## src/rtl/sd_cmd_responder.sv

```systemverilog
// Card-side command endpoint: accepts a 38-bit command over a four-phase
// strobe/ack handshake, decodes the index and returns a response after a fixed latency.
module sd_cmd_responder #(
  parameter int RESP_DELAY = 4,
  parameter int MAX_INDEX  = 55
) (
  input  logic        iClock_host,
  input  logic        iReset,
  input  logic        iStrobe_in,
  input  logic [37:0] iCmd_in,
  output logic        oAck_out,
  output logic        oStrobe_out,
  output logic [37:0] oResponse,
  input  logic        iAck_in,
  input  logic [31:0] iCard_status,
  output logic        oIdle_out,
  output logic        oIllegal_cmd,
  output logic [5:0]  oCmd_index,
  output logic [31:0] oCmd_argument
);

  typedef struct packed {
    logic [5:0]  index;
    logic [31:0] argument;
  } cmdWord_t;

  typedef struct packed {
    logic [5:0]  index;
    logic [31:0] status;
  } respWord_t;

  typedef enum logic [2:0] {
    ST_IDLE,
    ST_ACK_WAIT,
    ST_DECODE,
    ST_WAIT,
    ST_SEND,
    ST_RELEASE
  } state_t;

  localparam logic [7:0] RespDelay = 8'(RESP_DELAY);
  localparam logic [6:0] MaxIndex  = 7'(MAX_INDEX);
  localparam int         IllegalBit = 22;

  state_t      state, stateNext;
  logic        ack, ackNext;
  logic        strobe, strobeNext;
  respWord_t   response, responseNext;
  logic        idle, idleNext;
  logic        illegal, illegalNext;
  logic [5:0]  cmdIndex, cmdIndexNext;
  logic [31:0] cmdArgument, cmdArgumentNext;
  logic [7:0]  counter, counterNext;
  logic        stickyIllegal, stickyIllegalNext;

  cmdWord_t    cmdIn;
  logic [31:0] statusOut;

  assign cmdIn = cmdWord_t'(iCmd_in);

  // The illegal-command flag is folded into the status word exactly once,
  // on the response that follows the illegal command.
  always_comb begin
    statusOut             = iCard_status;
    statusOut[IllegalBit] = iCard_status[IllegalBit] | stickyIllegal;
  end

  always_ff @(posedge iClock_host or negedge iReset) begin
    if (!iReset) begin
      state         <= ST_IDLE;
      ack           <= 1'b0;
      strobe        <= 1'b0;
      response      <= '0;
      idle          <= 1'b1;
      illegal       <= 1'b0;
      cmdIndex      <= '0;
      cmdArgument   <= '0;
      counter       <= '0;
      stickyIllegal <= 1'b0;
    end else begin
      state         <= stateNext;
      ack           <= ackNext;
      strobe        <= strobeNext;
      response      <= responseNext;
      idle          <= idleNext;
      illegal       <= illegalNext;
      cmdIndex      <= cmdIndexNext;
      cmdArgument   <= cmdArgumentNext;
      counter       <= counterNext;
      stickyIllegal <= stickyIllegalNext;
    end
  end

  always_comb begin
    stateNext         = state;
    ackNext           = ack;
    strobeNext        = strobe;
    responseNext      = response;
    idleNext          = idle;
    illegalNext       = 1'b0;
    cmdIndexNext      = cmdIndex;
    cmdArgumentNext   = cmdArgument;
    counterNext       = counter;
    stickyIllegalNext = stickyIllegal;

    unique case (state)
      ST_IDLE: begin
        if (iStrobe_in) begin
          cmdIndexNext    = cmdIn.index;
          cmdArgumentNext = cmdIn.argument;
          ackNext         = 1'b1;
          idleNext        = 1'b0;
          stateNext       = ST_ACK_WAIT;
        end
      end
      ST_ACK_WAIT: begin
        if (!iStrobe_in) begin
          ackNext   = 1'b0;
          stateNext = ST_DECODE;
        end
      end
      ST_DECODE: begin
        if ({1'b0, cmdIndex} > MaxIndex) begin
          illegalNext       = 1'b1;
          stickyIllegalNext = 1'b1;
          idleNext          = 1'b1;
          stateNext         = ST_IDLE;
        end else if (cmdIndex == 6'd0) begin
          // GO_IDLE: no response, and it clears any pending illegal flag
          stickyIllegalNext = 1'b0;
          idleNext          = 1'b1;
          stateNext         = ST_IDLE;
        end else begin
          counterNext = RespDelay;
          stateNext   = ST_WAIT;
        end
      end
      ST_WAIT: begin
        if (counter != 8'd0) begin
          counterNext = counter - 8'd1;
        end else begin
          responseNext.index  = cmdIndex;
          responseNext.status = statusOut;
          strobeNext          = 1'b1;
          stickyIllegalNext   = 1'b0;
          stateNext           = ST_SEND;
        end
      end
      ST_SEND: begin
        if (iAck_in) begin
          strobeNext = 1'b0;
          stateNext  = ST_RELEASE;
        end
      end
      ST_RELEASE: begin
        if (!iAck_in) begin
          idleNext  = 1'b1;
          stateNext = ST_IDLE;
        end
      end
      default: begin
        stateNext = ST_IDLE;
        idleNext  = 1'b1;
      end
    endcase
  end

  assign oAck_out      = ack;
  assign oStrobe_out   = strobe;
  assign oResponse     = response;
  assign oIdle_out     = idle;
  assign oIllegal_cmd  = illegal;
  assign oCmd_index    = cmdIndex;
  assign oCmd_argument = cmdArgument;

endmodule

```

## config.mk

```make
export PLATFORM = sky130hd
export DESIGN_NAME = sd_cmd_responder
export DESIGN_NICKNAME = d
export VERILOG_FILES = /design/src/rtl/sd_cmd_responder.sv
export SDC_FILE = /design/constraint.sdc
export NUM_CORES = 1
export LEC_CHECK = 0
export CAP_MARGIN = 20
export CORE_UTILIZATION = 46
export CTS_CLUSTER_DIAMETER = 120
export DETAILED_ROUTE_END_ITERATION = 8
export PLACE_DENSITY = 0.85
export SYNTH_ARGS = -nofsm -noshare
export SYNTH_HDL_FRONTEND = slang
export SYNTH_SLANG_ARGS = --single-unit
export TNS_END_PERCENT = 1
```

## constraint.sdc

```tcl
create_clock -name iClock_host -period 4.8 [get_ports iClock_host]
set_input_delay 0.96 -clock iClock_host [delete_from_list [all_inputs] [get_ports iClock_host]]
set_output_delay 0.96 -clock iClock_host [all_outputs]
set_load 0.02 [all_outputs]
```

**After elaboration in Yosys (flattened, before gate mapping)**

Cells that the tools add are included.

- Bits of input ports: 74
- Logic and storage cells: 74
- Bits in writable memories: 0
- Memory bits (read-only): 0
- Bits in latches: 0
- Memories: 0
- Output and inout port bits: 80
- Register bits: 92

- Add/subtract/negate cells: 1
- $mul: 0
- Muxes and demuxes: 29
- Div/mod/pow operators: 0
- Order comparisons: 1
- Bitwise gates (word level): 3
- Equal/unequal tests: 14
- Shift-type cells: 0
- Reduce and logical (&&, ||, !) cells: 15

Operators by type and width:

| operator | count |
|---|---|
| 8-bit 2-to-1 mux | 3 |
| 3-bit case mux with 6 select lines | 1 |
| 2-bit != test (second input constant) | 8 |
| 8-bit case mux with 2 select lines | 1 |
| 3-bit 2-to-1 mux | 5 |
| 1-bit 2-to-1 mux | 13 |
| 3-bit AND reduction | 3 |
| 4-bit AND reduction | 2 |
| 8-bit nonzero test | 1 |
| 8-bit by 1-bit subtractor with 8-bit output (second input constant) | 1 |
| 3-bit by 2-bit == test with 1-bit output (second input constant) | 2 |
| 3-bit == test (second input constant) | 2 |
| 6-bit > comparator (second input constant) | 1 |
| 6-bit logical NOT | 1 |
| 1-bit case mux with 2 select lines | 3 |
| 2-bit nonzero test | 3 |
| 5-bit AND reduction | 1 |
| 2-bit 2-to-1 mux | 2 |
| 1-bit case mux with 4 select lines | 1 |
| 2-bit AND reduction | 2 |
| 3-bit by 1-bit == test with 1-bit output (second input constant) | 1 |
| 3-bit logical NOT | 1 |
| 3-bit != test (second input constant) | 1 |
| 3-bit OR reduction | 1 |
| 2 further kinds | 3 |

**Longest topological paths before layout**

Gate-level depths: netlist of run 1.

- Depth in word-level cells: 4
- Depth in mapped cells: 8

**Worst setup path before layout of run 1**

OpenSTA, ideal clock, no wires.

- Kind: input port to flip-flop
- From: input iStrobe_in
- To: register cmdArgument[0] (netlist: oCmd_argument[0])
- Data required time: 4.675 ns
- Arrival: 2.022 ns
- Slack: 2.653 ns
- Path buffers: 2
- Stages on the path: 5
- Path through: nand2b_1 nor3_1 buf_2 buf_2 mux2_2

- Cells in the longest elaborated chain, start to end: 1

Ends and longest elaborated chain:

| element | RTL line | source |
|---|---|---|
| start: declaration | 9 | `input logic iStrobe_in,` |
| 2-bit AND reduction (no source line) | -- |  |
| end signal: assignment | 88 | `cmdArgument <= cmdArgumentNext;` |
| end: declaration | 52 | `logic [31:0] cmdArgument, cmdArgumentNext;` |

No other way between the ends.
A chain may end at the register's enable or synchronous reset.

**Final worst setup path of run 1**

- From: register idle (netlist: oIdle_out)
- To: output oIdle_out

RTL lines:

| element | RTL line | source |
|---|---|---|
| start: declaration | 49 | `logic idle, idleNext;` |
| start signal: assignment | 85 | `idle <= idleNext;` |
| end: declaration | 16 | `output logic oIdle_out,` |

No word-level cell between the ends.

==> results of run 1 <==
## final cells by class
class                   count  area, um^2
flip-flops and latches     92        2300
fillers                   559        2230
repair buffers            157        1560
multi-input cells         228        1330
well taps                 102         128
clock buffers               9         124
clock inverters             7        75.1
inverters                   4        15.0
## logic make-up after synthesis
kind of cell,Yosys count
buf+inv,20
xor+xnor,2
simple gates,158
mux,39
fa+ha+maj,2
flops,92
compound gates,27
## per-stage QoR
| step | instances | instance area (um^2) | power (mW) | hold slack [ns] | setup WS [ns] |
|---|---|---|---|---|---|
| after CTS | 599 | 5540 | 3.93 | 0.476 | 2.32 |
| after global placement | 583 | 5340 | 3.33 | 0.448 | 2.13 |
| after detailed placement | 583 | 5340 | 3.41 | 0.455 | 2.10 |
| final | 599 | 5540 | 3.90 | 0.470 | 2.34 |
| after global routing | 599 | 5540 | 4.14 | 0.491 | 2.27 |
| after floorplan | 340 | 3730 | 2.47 | 0.471 | 2.65 |
## cell usage in the layout (no fill, tap or decap), types with 4 or more instances in the layout
cell type and instances:
o211ai_1 4, dfrtp_1 91, nand3_1 5, nand2_1 118
clkdlybuf4s50_1 152, or3_1 5, mux2_2 38, clkbuf_8 9
inv_1 4, buf_4 5, nor2_1 12, o21ai_0 6
a21oi_1 7
## power by group through the flow
stage / Sequential [mW] / Combinational [mW] / Clock, mW
global placement: 1.41 / 1.92 / 0
finish: 1.42 / 1.97 / 0.515
detailed placement: 1.43 / 1.98 / 0
floorplan: 1.79 / 0.681 / 0
global route: 1.47 / 2.11 / 0.559
CTS: 1.42 / 1.98 / 0.529
## sequential cells by signal, summed over array words and instances, names as in the netlist
signal	flops
counter	8
oAck_out	1
oCmd_argument	32
oCmd_index	6
oIdle_out	1
oIllegal_cmd	1
oResponse	38
oStrobe_out	1
state	3
stickyIllegal	1
## final timing paths
path / start / to / depth (start not counted)
worst max register to register: counter[0]$_DFFE_PN0P_ / stickyIllegal$_DFFE_PN0P_ / 7
min in group asynchronous: iReset / oResponse[3]$_DFFE_PN0P_ / 1
worst min register to register: oResponse[1]$_DFFE_PN0P_ / oResponse[1]$_DFFE_PN0P_ / 2
worst max-delay path: oIdle_out$_DFFE_PN1P_ / oIdle_out / 1
worst min-delay path: oResponse[1]$_DFFE_PN0P_ / oResponse[1]$_DFFE_PN0P_ / 2
max in group asynchronous: iReset / oIdle_out$_DFFE_PN1P_ / 2
## per-layer routing
layer | up-vias | wire [um] | track usage, %
met5 | - | 0 | 0
met4 | 0 | 170 | 8.46
met3 | 14 | 766 | 6.55
met2 | 148 | 4370 | 35.7
met1 | 1446 | 3590 | 26.1
li1 | 1428 | - | -
==> results_dict.tcl, run 1 <==
set metrics [dict create \
    synthAdderAreaFrac_pct 0.671 \
    dieArea_mm2 0.00847 \
    crit_chain "clkdlybuf4s50_1" \
    power.switching_mw 1.55 \
    grt-ovfl-total 0 \
    slowest_delay_ns 0.63 \
    synth.mux.area_fraction_pct 11.7 \
    avgRoutedWirePerCell_um 14.9 \
    place_congestion 0.846 \
    fmax_ghz 0.406 \
    synth_top_family_by_area "simple AND/OR/NAND/NOR gates" \
    cts_buffers 9 \
    ys_seq_area_share_pct 61.8 \
    crit_arrival_ns 1.50 \
    holdBufCountCts 0 \
    cts.repair.resized 0 \
    clockBufferDepth 2 \
    yosysTopAreaCell "dfrtp_1" \
    syn-cell-area_mm2 0.00373 \
    worst_pin_slew_ns 0.735 \
    synth.lib_cells_used.distinct 37 \
    start_util_pct 48.0 \
    synth-xor-area-share_pct 0.470 \
    cts_tree "done" \
    synth_top_area_share_pct 61.1 \
    detail-route-antenna-nets 0 \
    utilization_pct 71.3 \
    critPathRequiredTime_ns 3.84 \
    endpoint_kind "primary output" \
    drc 0 \
    finalCritPeriodShare_pct 51.3 \
    power_frac_seq_pct 36.3 \
    fin_nets 568 \
    worstSetupPathType "reg2out" \
    grt_pass1_wl_um 14100 \
    ys.flop_type "dfrtp_1" \
    synthCells 340 \
    drive_above_1_share_pct 13.3 \
    die_h_um 92.0 \
    min_period_ns 2.46 \
    rsz0062_at_grt "no" \
    yosysMostFrequentCell "nand2_1" \
    async_flop_share_pct 100 \
    ys_seq_elements 92 \
    path_max_fanout 2 \
    vias 3036 \
    cts.sinks 92 \
    slew_viol_final 0 \
    io_buffers 153 \
    leakage_nw 2.45 \
    yosysWarnings 0 \
    finalSetupTns_ns 0 \
    clock_power_share_pct 13.2 \
    viasPerCell 5.07 \
    syn_area_per_cell_um2 11.0 \
    synthTopCellsByCount "118 x nand2_1, 91 x dfrtp_1, 38 x mux2_2, 12 x nor2_1, 9 x buf_2" \
    wl_um 8900 \
    vdd_drop_max_uv 406 \
    syn_nets 416 \
    slowest_stage "clkdlybuf4s50_1" \
    pwr-share-comb_pct 50.5 \
    synth_area_leaders "dfrtp_1 61%, nand2_1 12%, mux2_2 11%" \
    antenna_found_initial 0 \
    status "finished, final reports clean" \
    die_w_um 92.0 \
    powerDensity_mw_per_mm2 705 \
    rows 32 \
    synth-compound-area-share_pct 4.56 \
    setup_viol 0 \
    cts.clk_slew.worst_paths_ns 0.08 \
    postCtsSetupBuffers 0 \
    pin_count 154 \
    grt_usage_pct 21.4 \
    finClkSkew_ns 0.0111 \
    insertion_delay_ns 0.35 \
    synth_simple_gate_area_share_pct 18.0 \
    p_int_mw 2.36 \
    p_sw_share_pct 39.6 \
    grt_max_degree 61 \
    cpLargestDelayFamily "buffers and inverters" \
    cap_violations 0 \
    cts-root-buf "clkbuf_8" \
    dpl.hpwl_um 6410 \
    crit_buf_inv 1 \
    diodes 0 \
    drt_pass1_iterations 4 \
    design.core.area_mm2 0.00777 \
    synth-edff-count 0 \
    area_growth_pct 48.4 \
    relSlewSlack_pct 51.0 \
    grt_pass1_vias 2979 \
    rrSetupSlack_ns 2.50 \
    critPathLaunchType "register" \
    hp-class "reg2reg" \
    drt-initial-drc-count 107 \
    htree_levels 3 \
    finalHoldViolations 0 \
]
Power figures use the tool's default switching activity.
==> run 2: changes to the inputs <==
--- a/config.mk
+++ b/config.mk
@@ -6,10 +6,10 @@
 export NUM_CORES = 1
 export LEC_CHECK = 0
 export CAP_MARGIN = 20
-export CORE_UTILIZATION = 46
+export CORE_UTILIZATION = 43
 export CTS_CLUSTER_DIAMETER = 120
 export DETAILED_ROUTE_END_ITERATION = 8
-export PLACE_DENSITY = 0.85
+export PLACE_DENSITY = 0.8
 export SYNTH_ARGS = -nofsm -noshare
 export SYNTH_HDL_FRONTEND = slang
 export SYNTH_SLANG_ARGS = --single-unit
==> constraint.sdc (replaced) <==
create_clock -name iClock_host -period 2.31 [get_ports iClock_host]
set_input_delay 0.462 -clock iClock_host [delete_from_list [all_inputs] [get_ports iClock_host]]
set_output_delay 0.462 -clock iClock_host [all_outputs]
set_load 0.02 [all_outputs]
==> run 2 against run 1 <==
  * Via count decreased by 2.4%
  * Total power is 110% higher
  * Design area rose by 1.3%
  * Critical endpoint unchanged
  * Critical path type unchanged
  * Register-to-register slack worse by 2.2 ns
  * Clock power is 110% higher
  * Sequential power is 110% higher
  * Non-clock buffer count grew 4
==> results_dict.tcl, run 2 (synthesized netlist as in run 1, its figures left out) <==
set metrics [dict create \
    status "finished, final reports clean" \
    pin_count 154 \
    hp-class "in2async" \
    rr_endpoint "counter[4]$_DFFE_PN0P_" \
    finClkSkew_ns 0.0114 \
    design.core.area_mm2 0.00830 \
    diodes 0 \
    postCtsSetupBuffers 0 \
    detail-route-antenna-nets 0 \
    relSlewSlack_pct 61.1 \
    crit_chain "clkdlybuf4s50_1" \
    drt_pass1_iterations 4 \
    layout_commonest_cell "clkdlybuf4s50_1" \
    die_h_um 95.1 \
    cts.sinks 92 \
    endpoint_kind "primary output" \
    die_w_um 95.1 \
    dpl_cell_area_mm2 0.00541 \
    place_congestion 0.879 \
    slowest_stage "clkdlybuf4s50_1" \
    vias 2962 \
    design_area_mm2 0.00561 \
    drt-initial-drc-count 110 \
    grt-ovfl-total 0 \
    finalSetupTns_ns 0 \
    ff2ff_path_depth 6 \
    holdBufCountCts 0 \
    cts_buffers 9 \
    htree_levels 3 \
    area_growth_pct 50.4 \
    fmax_ghz 0.504 \
    insertion_delay_ns 0.34 \
    cp.depth 1 \
    finalHoldViolations 0 \
    pwr-share-comb_pct 50.7 \
    top_usage_layer "met2" \
    cap_violations 0 \
    dpl.hpwl_um 6400 \
    critPathRequiredTime_ns 1.85 \
    largest_reg_flops 38 \
    setup_viol 0 \
    cts.clk_slew.worst_paths_ns 0.08 \
    power_mw 8.16 \
    cpLargestDelayFamily "buffers and inverters" \
    crit_path_end "oIdle_out" \
    gr-usage-met1_pct 25.3 \
    critPathLaunchType "register" \
    cts-root-buf "clkbuf_8" \
    power.switching_mw 3.20 \
    finalCritPeriodShare_pct 85.9 \
    grt_usage_pct 20.0 \
    powerDensity_mw_per_mm2 1460 \
    clockBufferDepth 2 \
    met3_usage_pct 6.46 \
    rrSetupSlack_ns 0.35 \
    grtUsageMet2_pct 32.1 \
    avgRoutedWirePerCell_um 14.5 \
    path_max_fanout 2 \
    crit_arrival_ns 1.52 \
    cts.repair.resized 0 \
    wl_um 8780 \
    slew_viol_final 0 \
    p_sw_share_pct 39.1 \
    p_int_mw 4.97 \
    rr_startpoint "counter[0]$_DFFE_PN0P_" \
    viasPerCell 4.89 \
    worstSetupPathType "reg2out" \
    antenna_found_initial 0 \
    grt_max_degree 41 \
    worst_pin_slew_ns 0.578 \
    min_period_ns 1.98 \
    fin_nets 572 \
    drive_above_1_share_pct 13.8 \
    cts_tree "done" \
    grt_pass1_vias 2890 \
    final_cell_mix "152 x clkdlybuf4s50_1, 118 x nand2_1, 91 x dfrtp_1" \
    leakage_nw 2.47 \
    dieArea_mm2 0.00905 \
    start_util_pct 44.9 \
    slowest_delay_ns 0.65 \
    clock_power_share_pct 13.2 \
    crit_buf_inv 1 \
    rsz0062_at_grt "no" \
    drc 0 \
    io_buffers 153 \
    startpoint "oIdle_out$_DFFE_PN1P_" \
    grt_pass1_wl_um 13800 \
    rows 33 \
    power_frac_seq_pct 36.2 \
    vdd_drop_max_uv 783 \
]
run 2: power by group through the flow:
stage          clock [mW]  sequential, mW  combinational [mW]
6_report             1.07            2.95                4.14
5_1_grt              1.19            3.07                4.46
4_1_cts              1.11            2.96                4.18
3_5_place_dp            0            2.98                4.17
3_3_place_gp            0            2.93                4.08
2_1_floorplan           0            3.71                1.42
run 2: worst reg2reg max path: cells and delay by family (launching register included):
family,cells,cell delay [ns]
adder cells (fa/ha/maj),1,0.22
AO/OA/AOI/OAI,3,0.59
flip-flops,1,0.42
buffers and inverters,1,0.12
AND/OR/NAND/NOR,1,0.54
run 2: area by class of cell:
cell class              count  area, um^2
multi-input cells         228        1330
inverters                   4        15.0
repair buffers            161        1630
flip-flops and latches     92        2300
clock inverters             6        71.3
well taps                 105         131
clock buffers              10         128
fillers                   630        2690
run 2: worst min-delay path by stage:
stage                                     to                     start  slack [ns]  cells after the start
finish              oResponse[3]$_DFFE_PN0P_                    iReset        0.08                      1
global route        oResponse[3]$_DFFE_PN0P_                    iReset        0.12                      1
CTS                 oResponse[3]$_DFFE_PN0P_                    iReset         0.1                      1
detailed placement  oResponse[7]$_DFFE_PN0P_  oResponse[7]$_DFFE_PN0P_        0.46                      2
global placement    oResponse[6]$_DFFE_PN0P_  oResponse[6]$_DFFE_PN0P_        0.45                      2
floorplan             counter[0]$_DFFE_PN0P_                    iReset        0.17                      0
run 2: metrics by stage:
step / cells / util, % / setup WS [ns] / hold slack, ns
after detailed placement: 590 / 65.2 / 0.242 / 0.456
after CTS: 606 / 67.6 / 0.298 / 0.0989
after floorplan: 340 / - / 0.587 / 0.166
after global placement: 590 / 65.2 / 0.286 / 0.448
final: 606 / 67.6 / 0.325 / 0.0833
after global routing: 606 / 67.6 / 0.164 / 0.115
run 2: routing by layer:
| layer | vias up | share of wire [%] |
|---|---|---|
| li1 | 1443 | - |
| met2 | 111 | 48 |
| met5 | - | 0 |
| met3 | 6 | 9.7 |
| met4 | 0 | 1.1 |
| met1 | 1402 | 41 |
==> run 3: changes to the inputs <==
--- a/config.mk
+++ b/config.mk
@@ -9,7 +9,7 @@
 export CORE_UTILIZATION = 43
 export CTS_CLUSTER_DIAMETER = 120
 export DETAILED_ROUTE_END_ITERATION = 8
-export PLACE_DENSITY = 0.8
+export PLACE_DENSITY = 0.84
 export SYNTH_ARGS = -nofsm -noshare
 export SYNTH_HDL_FRONTEND = slang
 export SYNTH_SLANG_ARGS = --single-unit
==> run 3 against run 2 <==
  * Global-route usage increased by 0.18 points
  * Sequential power about the same
  * Clock-buffer cell count down 1
  * Clock skew is 0.0016 ns higher
  * Design area grew 0.31%
  * Setup slack improved by 0.015 ns
  * Total power grew 0.11%
  * Sequential cell count is the same
  * Routed wire length rose by 1.7%
==> results_dict.tcl, run 3 (synthesized netlist as in run 1, its figures left out) <==
set metrics [dict create \
    endpoint_kind "primary output" \
    rsz0062_at_grt "no" \
    diodes 0 \
    cts_tree "done" \
    critPathRequiredTime_ns 1.85 \
    fmax_ghz 0.508 \
    die_h_um 95.1 \
    final_cell_mix "152 x clkdlybuf4s50_1, 118 x nand2_1, 91 x dfrtp_1" \
    die_w_um 95.1 \
    drt_pass1_iterations 4 \
    min_period_ns 1.97 \
    grt_usage_pct 20.2 \
    critPathLaunchType "register" \
    crit_buf_inv 1 \
    layout_commonest_cell "clkdlybuf4s50_1" \
    ff2ff_path_depth 6 \
    grt-ovfl-total 0 \
    slowest_delay_ns 0.62 \
    rrSetupSlack_ns 0.39 \
    clockBufferDepth 2 \
    finClkSkew_ns 0.0131 \
    rr_endpoint "counter[4]$_DFFE_PN0P_" \
    stdcell_count 608 \
    dpl.hpwl_um 6500 \
    grt_pass1_vias 2960 \
    cts.clk_slew.worst_paths_ns 0.09 \
    worst_pin_slew_ns 0.434 \
    area_growth_pct 50.8 \
    insertion_delay_ns 0.35 \
    largest_reg_flops 38 \
    min-delay-start "oResponse[34]$_DFFE_PN0P_" \
    drive_above_1_share_pct 14.1 \
    hp-class "reg2reg" \
    hold_path_depth 2 \
    viasPerCell 4.94 \
    avgRoutedWirePerCell_um 14.7 \
    cts-root-buf "clkbuf_8" \
    htree_levels 3 \
    wl_um 8920 \
    cts_buffers 9 \
    finalCritPeriodShare_pct 85.3 \
    vdd_drop_max_uv 843 \
    powerDensity_mw_per_mm2 1450 \
    slowest_stage "clkdlybuf4s50_1" \
    finalHoldViolations 0 \
    setup_viol 0 \
    drt-initial-drc-count 118 \
    rr_startpoint "counter[0]$_DFFE_PN0P_" \
    place_congestion 0.860 \
    antenna_found_initial 0 \
    postCtsSetupBuffers 0 \
    cp.depth 1 \
    crit_path_end "oIdle_out" \
    design.core.area_mm2 0.00830 \
    cpLargestDelayFamily "buffers and inverters" \
    slew_viol_final 0 \
    drc 0 \
    io_buffers 153 \
    finalSetupTns_ns 0 \
    cts.sinks 92 \
    utilization_pct 67.8 \
    cts.repair.resized 0 \
    rows 33 \
    detail-route-antenna-nets 0 \
    cap_violations 0 \
    timing.hold.ws_ns 0.470 \
    dieArea_mm2 0.00905 \
    relSlewSlack_pct 71.1 \
    placedCellCount 591 \
    startpoint "oIdle_out$_DFFE_PN1P_" \
    leakage_nw 2.49 \
    grt_pass1_wl_um 14000 \
    grt_max_degree 49 \
    pin_count 154 \
    crit_arrival_ns 1.51 \
    worstSetupPathType "reg2out" \
    fin_nets 574 \
    status "finished, final reports clean" \
    vias 3003 \
    path_max_fanout 2 \
    holdBufCountCts 1 \
    start_util_pct 44.9 \
    crit_chain "clkdlybuf4s50_1" \
]
==> run 3: cell count changes in the layout (fill, tap and decap cells not counted), sizes merged <==
cell | before | now
dlygate4sd3 | 0 | 1
clkinv | 1 | 2
clkinvlp | 2 | 3
inv | 6 | 5
clkbuf | 10 | 9
buf | 9 | 10
==> run 3: routing by layer <==
metal	wire length [um]	vias up	GRT usage [%]
met4	98	0	7.32
met1	3540	1436	24.5
met2	4520	114	33.7
li1	-	1444	-
met3	769	9	6.38
met5	0	-	0
==> run 3: layout make-up <==
cell class / instances / area, um^2
fill: 649 / 2670
tap: 105 / 131
multi-input combinational: 228 / 1330
sequential: 92 / 2300
inverter: 4 / 15.0
timing repair buffer: 163 / 1640
clock buffer: 9 / 124
clock inverter: 7 / 75.1
==> run 3: worst min path at each step <==
stage                                 to  slack, ns
2_1_floorplan     counter[0]$_DFFE_PN0P_       0.17
3_3_place_gp    oResponse[6]$_DFFE_PN0P_       0.31
3_5_place_dp    oResponse[6]$_DFFE_PN0P_       0.31
4_1_cts        oResponse[14]$_DFFE_PN0P_       0.48
5_1_grt         oResponse[6]$_DFFE_PN0P_       0.50
6_report       oResponse[34]$_DFFE_PN0P_       0.47
==> run 3: power by group <==
group          total, mW  internal, mW  switching, mW
Clock               1.08         0.504          0.574
Combinational       4.16          2.07           2.09
Sequential          2.93          2.40          0.531
Total               8.17          4.97           3.20
==> run 3: per-stage QoR <==
step | instance area, um^2 | total power, mW | setup WS [ns]
after CTS | 5630 | 8.26 | 0.309
after detailed placement | 5420 | 7.16 | 0.202
after global placement | 5420 | 7.00 | 0.226
after global routing | 5630 | 8.70 | 0.255
after floorplan | 3730 | 5.13 | 0.587
final | 5630 | 8.17 | 0.340
==> run 3: tightest hold or removal path: cells and delay by family, from the launching register on <==
| kind | cells | cell delay [ns] |
|---|---|---|
| flops | 1 | 0.35 |
| simple gates | 2 | 0.10 |
==> edit 1, RTL diff (flow settings as in run 2) <==
The parameter `MAX_INDEX` goes from 55 to 41.
--- a/src/rtl/sd_cmd_responder.sv
+++ b/src/rtl/sd_cmd_responder.sv
@@ -2,7 +2,7 @@
 // strobe/ack handshake, decodes the index and returns a response after a fixed latency.
 module sd_cmd_responder #(
   parameter int RESP_DELAY = 4,
-  parameter int MAX_INDEX  = 55
+  parameter int MAX_INDEX  = 41
 ) (
   input  logic        iClock_host,
   input  logic        iReset,
Function: changed (Yosys sat finds a counterexample within 4 cycles, from zero or initial values and one cycle with iReset low).
==> edit 1 against run 2 <==
- critical path depth unchanged
- fmax is 1.2% higher
- clock power increased by 19%
- sequential cell count stayed put
- largest power group unchanged
- wire length down 4.2%
- setup slack improved by 23 ps
- power increased by 2.4%
- synthesized area up 2.1%
- design area rose by 0.74%
- register-to-register slack improved by 110 ps
==> edit 1: results (changes against run 2) <==
| Metric | Value |
|---|---|
| Met1 Usage GRT | 0.224 (-0.0294) |
| Dpl hpwl | 5.98 mm (-6.6%) |
| PostCTS Resize Cnt | 0 (unchanged) |
| Synth top cells by count | dfrtp_1, mux2_2, nor2_1, nand2_1, buf_6 |
| Post-DR vias/cell | 4.99 (+2.1%) |
| Largest net degree at the start of global routing | 93 (+130%) |
| Routed len/inst | 15.9 µm (+9.5%) |
| GRT Util Overall | 0.186 (-0.0138) |
| Final Wtd Congestion | 0.764 (-13%) |
| Critical Path AT | 1500 ps (-20 ps) |
| Measured slew at the worst slew-check pin | 501 ps (-77.1 ps) |
| Fillers | 625 (-0.79%) |
| Largest stage delay, worst path | 600 ps (-50 ps) |
| Worst r2r src | counter[0] |
| Synth top area cells | dfrtp_1, mux2_2, buf_6 |
| First-pass GRT wire length | 12.9 mm (-6.5%) |
| Status | finished clean |
| Met2 WL | 4.32 mm (+2.6%) |
| Setup slack, reg-to-reg | 460 ps (+110 ps) |
| DR iter-0 viols | 94 (-15%) |
| Met3 routed wirelength | 597 µm (-30%) |
| Reg-to-reg critical path endpoint | oResponse[26] |
| Crit-path max FO | 4 (+2) |
| Leak | 0.00235 µW (-5.0%) |
| M1 wire length | 3.39 mm (-6.4%) |
| CP top delay family | buffers and inverters |
| Seq/Total Area, Yosys | 0.605 (-0.0130) |
| Clk_skew | 9.11 ps (-2.30 ps) |
| Pre-CTS WS | 220 ps (-22.0 ps) |
| Share of cells above drive strength 1 | 0.240 (+0.102) |
| Final Net Count | 496 (-13%) |
-- edit 1: cell families after synthesis --
family	synth area share
flops	0.605
fa+ha+maj	0.00657
mux	0.224
simple gates	0.0775
xor+xnor	0.00920
compound gates	0.0424
buf+inv	0.0355
-- edit 1: stage by stage --
step            util  total power [µW]  instances  instance area [µm²]  hold WS [ps]
4_1_cts        0.674              8450        530                 5650           166
2_1_floorplan      -              5260        264                 3810           166
3_5_place_dp   0.646              7140        514                 5420           484
5_1_grt        0.674              8820        530                 5650           178
6_report       0.674              8360        530                 5650           122
3_3_place_gp   0.646              7020        514                 5420           473
-- edit 1: area by class of cell --
class / instances / area, µm² / share of cell area
Multi-Input combinational cell: 155 / 1380 / 0.244
Tap cell: 105 / 131 / 0.0233
Clock inverter: 4 / 97.6 / 0.0173
Inverter: 5 / 21.3 / 0.00377
Clock buffer: 12 / 135 / 0.0239
Sequential cell: 92 / 2300 / 0.408
Timing Repair Buffer: 157 / 1580 / 0.280
==> edit 2, RTL diff (config.mk and constraints of run 2) <==
Made on the original files. Reset style: synchronous (`iReset`), changed in one clocked block.
--- a/src/rtl/sd_cmd_responder.sv
+++ b/src/rtl/sd_cmd_responder.sv
@@ -65,7 +65,7 @@
     statusOut[IllegalBit] = iCard_status[IllegalBit] | stickyIllegal;
   end
 
-  always_ff @(posedge iClock_host or negedge iReset) begin
+  always_ff @(posedge iClock_host) begin
     if (!iReset) begin
       state         <= ST_IDLE;
       ack           <= 1'b0;
Function: differs if iReset is asserted again (counterexample within 4 cycles, from zero or initial values and one cycle with iReset low); with iReset held inactive, the same outputs for 10 cycles.
==> edit 2 against run 2 <==
- sequential cell count unchanged
- design area is 3.8% lower
- synthesized area is 3.6% lower
- via count is 12% higher
- fmax shrank 3.0%
- worst hold slack improved by 380 ps
- wire length increased by 5.1%
- setup slack worse by 61 ps
- critical endpoint is now oResponse[22]
- largest cell class unchanged
Power is not compared: it rests on default switching activity, and its combinational part moved more than twofold at a synthesized area within 25%.
==> edit 2: results (changes against run 2) <==
| Metric | Value |
|---|---|
| Status | finished clean |
| Synth top cells by count | nand2_1, dfxtp_1, a21boi_0, clkbuf_1, nor2_1 |
| GRT Util Overall | 0.208 (+0.00728) |
| Crit path launch | counter[3] |
| Clk Latency, worst-skew pair | 350 ps |
| Path depth of the worst reg2reg path | 5 (-1) |
| Critical Path AT | 2270 ps (+750 ps) |
| Final Net Count | 647 (+13%) |
| Leak | 0.00190 µW |
| Worst hold-check path type | reg -> reg |
| Vias in the first global route | 3083 (+6.7%) |
| Final WS setup | 265 ps (-60.8 ps) |
| Post-DR vias/cell | 4.89 (about the same) |
| DR iter-0 viols | 125 (+14%) |
| Dpl hpwl | 6.52 mm (+1.8%) |
| CP Class | reg -> reg |
| FFs w/ async S/R, synth | 0 (-1.00) |
| Final Wtd Congestion | 0.886 (+0.90%) |
| First-pass GRT wire length | 14.4 mm (+4.3%) |
| Drt total wl | 9.22 mm (+5.1%) |
| Pre-CTS WS | 309 ps (+67.2 ps) |
| Seq/Total Area, Yosys | 0.512 (-0.105) |
| Fillers | 681 (+8.1%) |
| Slew HR | 0.512 (-0.0985) |
| Reg-to-reg critical path endpoint | oResponse[22] |
| Post-Syn Instances | 429 (+26%) |
| Number of detailed-route iterations in the first pass | 4 (unchanged) |
| Clk_skew | 12.7 ps (+1.30 ps) |
| Mapped Nets | 505 (+21%) |
| Share of cells above drive strength 1 | 0.0538 (-0.0839) |
| Setup slack, reg-to-reg | 260 ps (-90 ps) |
| Post-synthesis cell type count | 35 (-5.4%) |
| Synth top area cells | dfxtp_1, nand2_1, a21boi_0 |
| Via count | 3317 (+12%) |
## edit 2: cell count changes after synthesis, moves of 16 or more
| cell | change |
|---|---|
| clkbuf_1 | +16 |
| a21boi_0 | +77 |
| dfrtp_1 | -91 |
| nand2_1 | +40 |
| mux2_2 | -38 |
| dfxtp_1 | +92 |
## edit 2: report_power, final
| part | switching (µW) | total (µW) | internal, µW | leakage (µW) |
|---|---|---|---|---|
| clock network | 552 | 1000 | 452 | 0.0000957 |
| registers | 157 | 1960 | 1800 | 0.000748 |
| logic | 827 | 1530 | 698 | 0.00105 |
## edit 2: layer usage
layer	up-vias	routed length (µm)	track usage
li1	1677	-	-
met1	1502	4130	0.261
met2	133	4110	0.338
met4	0	29	0.0423
met3	5	947	0.0805
met5	-	0	0
## edit 2: cell families (layout without fill, tap and decap cells)
family | count (synthesis) | count (layout) | synth area share
and+or+nand+nor | 197 | 197 | 0.226
AOI/OAI and AO/OA | 102 | 102 | 0.206
DFF | 92 | 92 | 0.512
buffers and inverters | 31 | 178 | 0.0362
xor gates and xnor gates | 4 | 4 | 0.00974
adders and majority gates | 2 | 2 | 0.00696
muxes | 1 | 1 | 0.00278
## edit 2: how the worst min path moves through the flow
stage	startpoint	end	slack, ps	depth (start not counted)
finish	oResponse[19]	oResponse[19]	470	2
global route	oResponse[37]	oResponse[37]	490	2
CTS	oResponse[19]	oResponse[19]	470	2
detailed placement	oResponse[19]	oResponse[19]	460	2
global placement	oCmd_argument[18]	oCmd_argument[18]	450	2
floorplan	counter[6]	counter[6]	460	2
## edit 2: area by class of cell
| type | instances | area, µm² | area share |
|---|---|---|---|
| tap | 102 | 128 | 0.0236 |
| multi-input combinational | 306 | 1630 | 0.302 |
| clock buffer | 11 | 151 | 0.0281 |
| inverter | 2 | 7.51 | 0.00139 |
| clock inverter | 5 | 35.0 | 0.00649 |
| timing repair buffer | 160 | 1600 | 0.297 |
| sequential | 92 | 1840 | 0.341 |
## edit 2: stage by stage
stage	cell area [µm²]	hold WS (ps)	util
finish	5400	467	0.684
global route	5400	490	0.684
floorplan	3600	458	-
global placement	5210	448	0.661
CTS	5400	470	0.684
detailed placement	5210	457	0.661
## edit 2: critical path, cell delays in order (launching register included)
cell and delay [ps]:
dfxtp_1 350, nor4_1 490, nand3_1 180, or2_2 590, nor3_1 230, nor3b_1 70
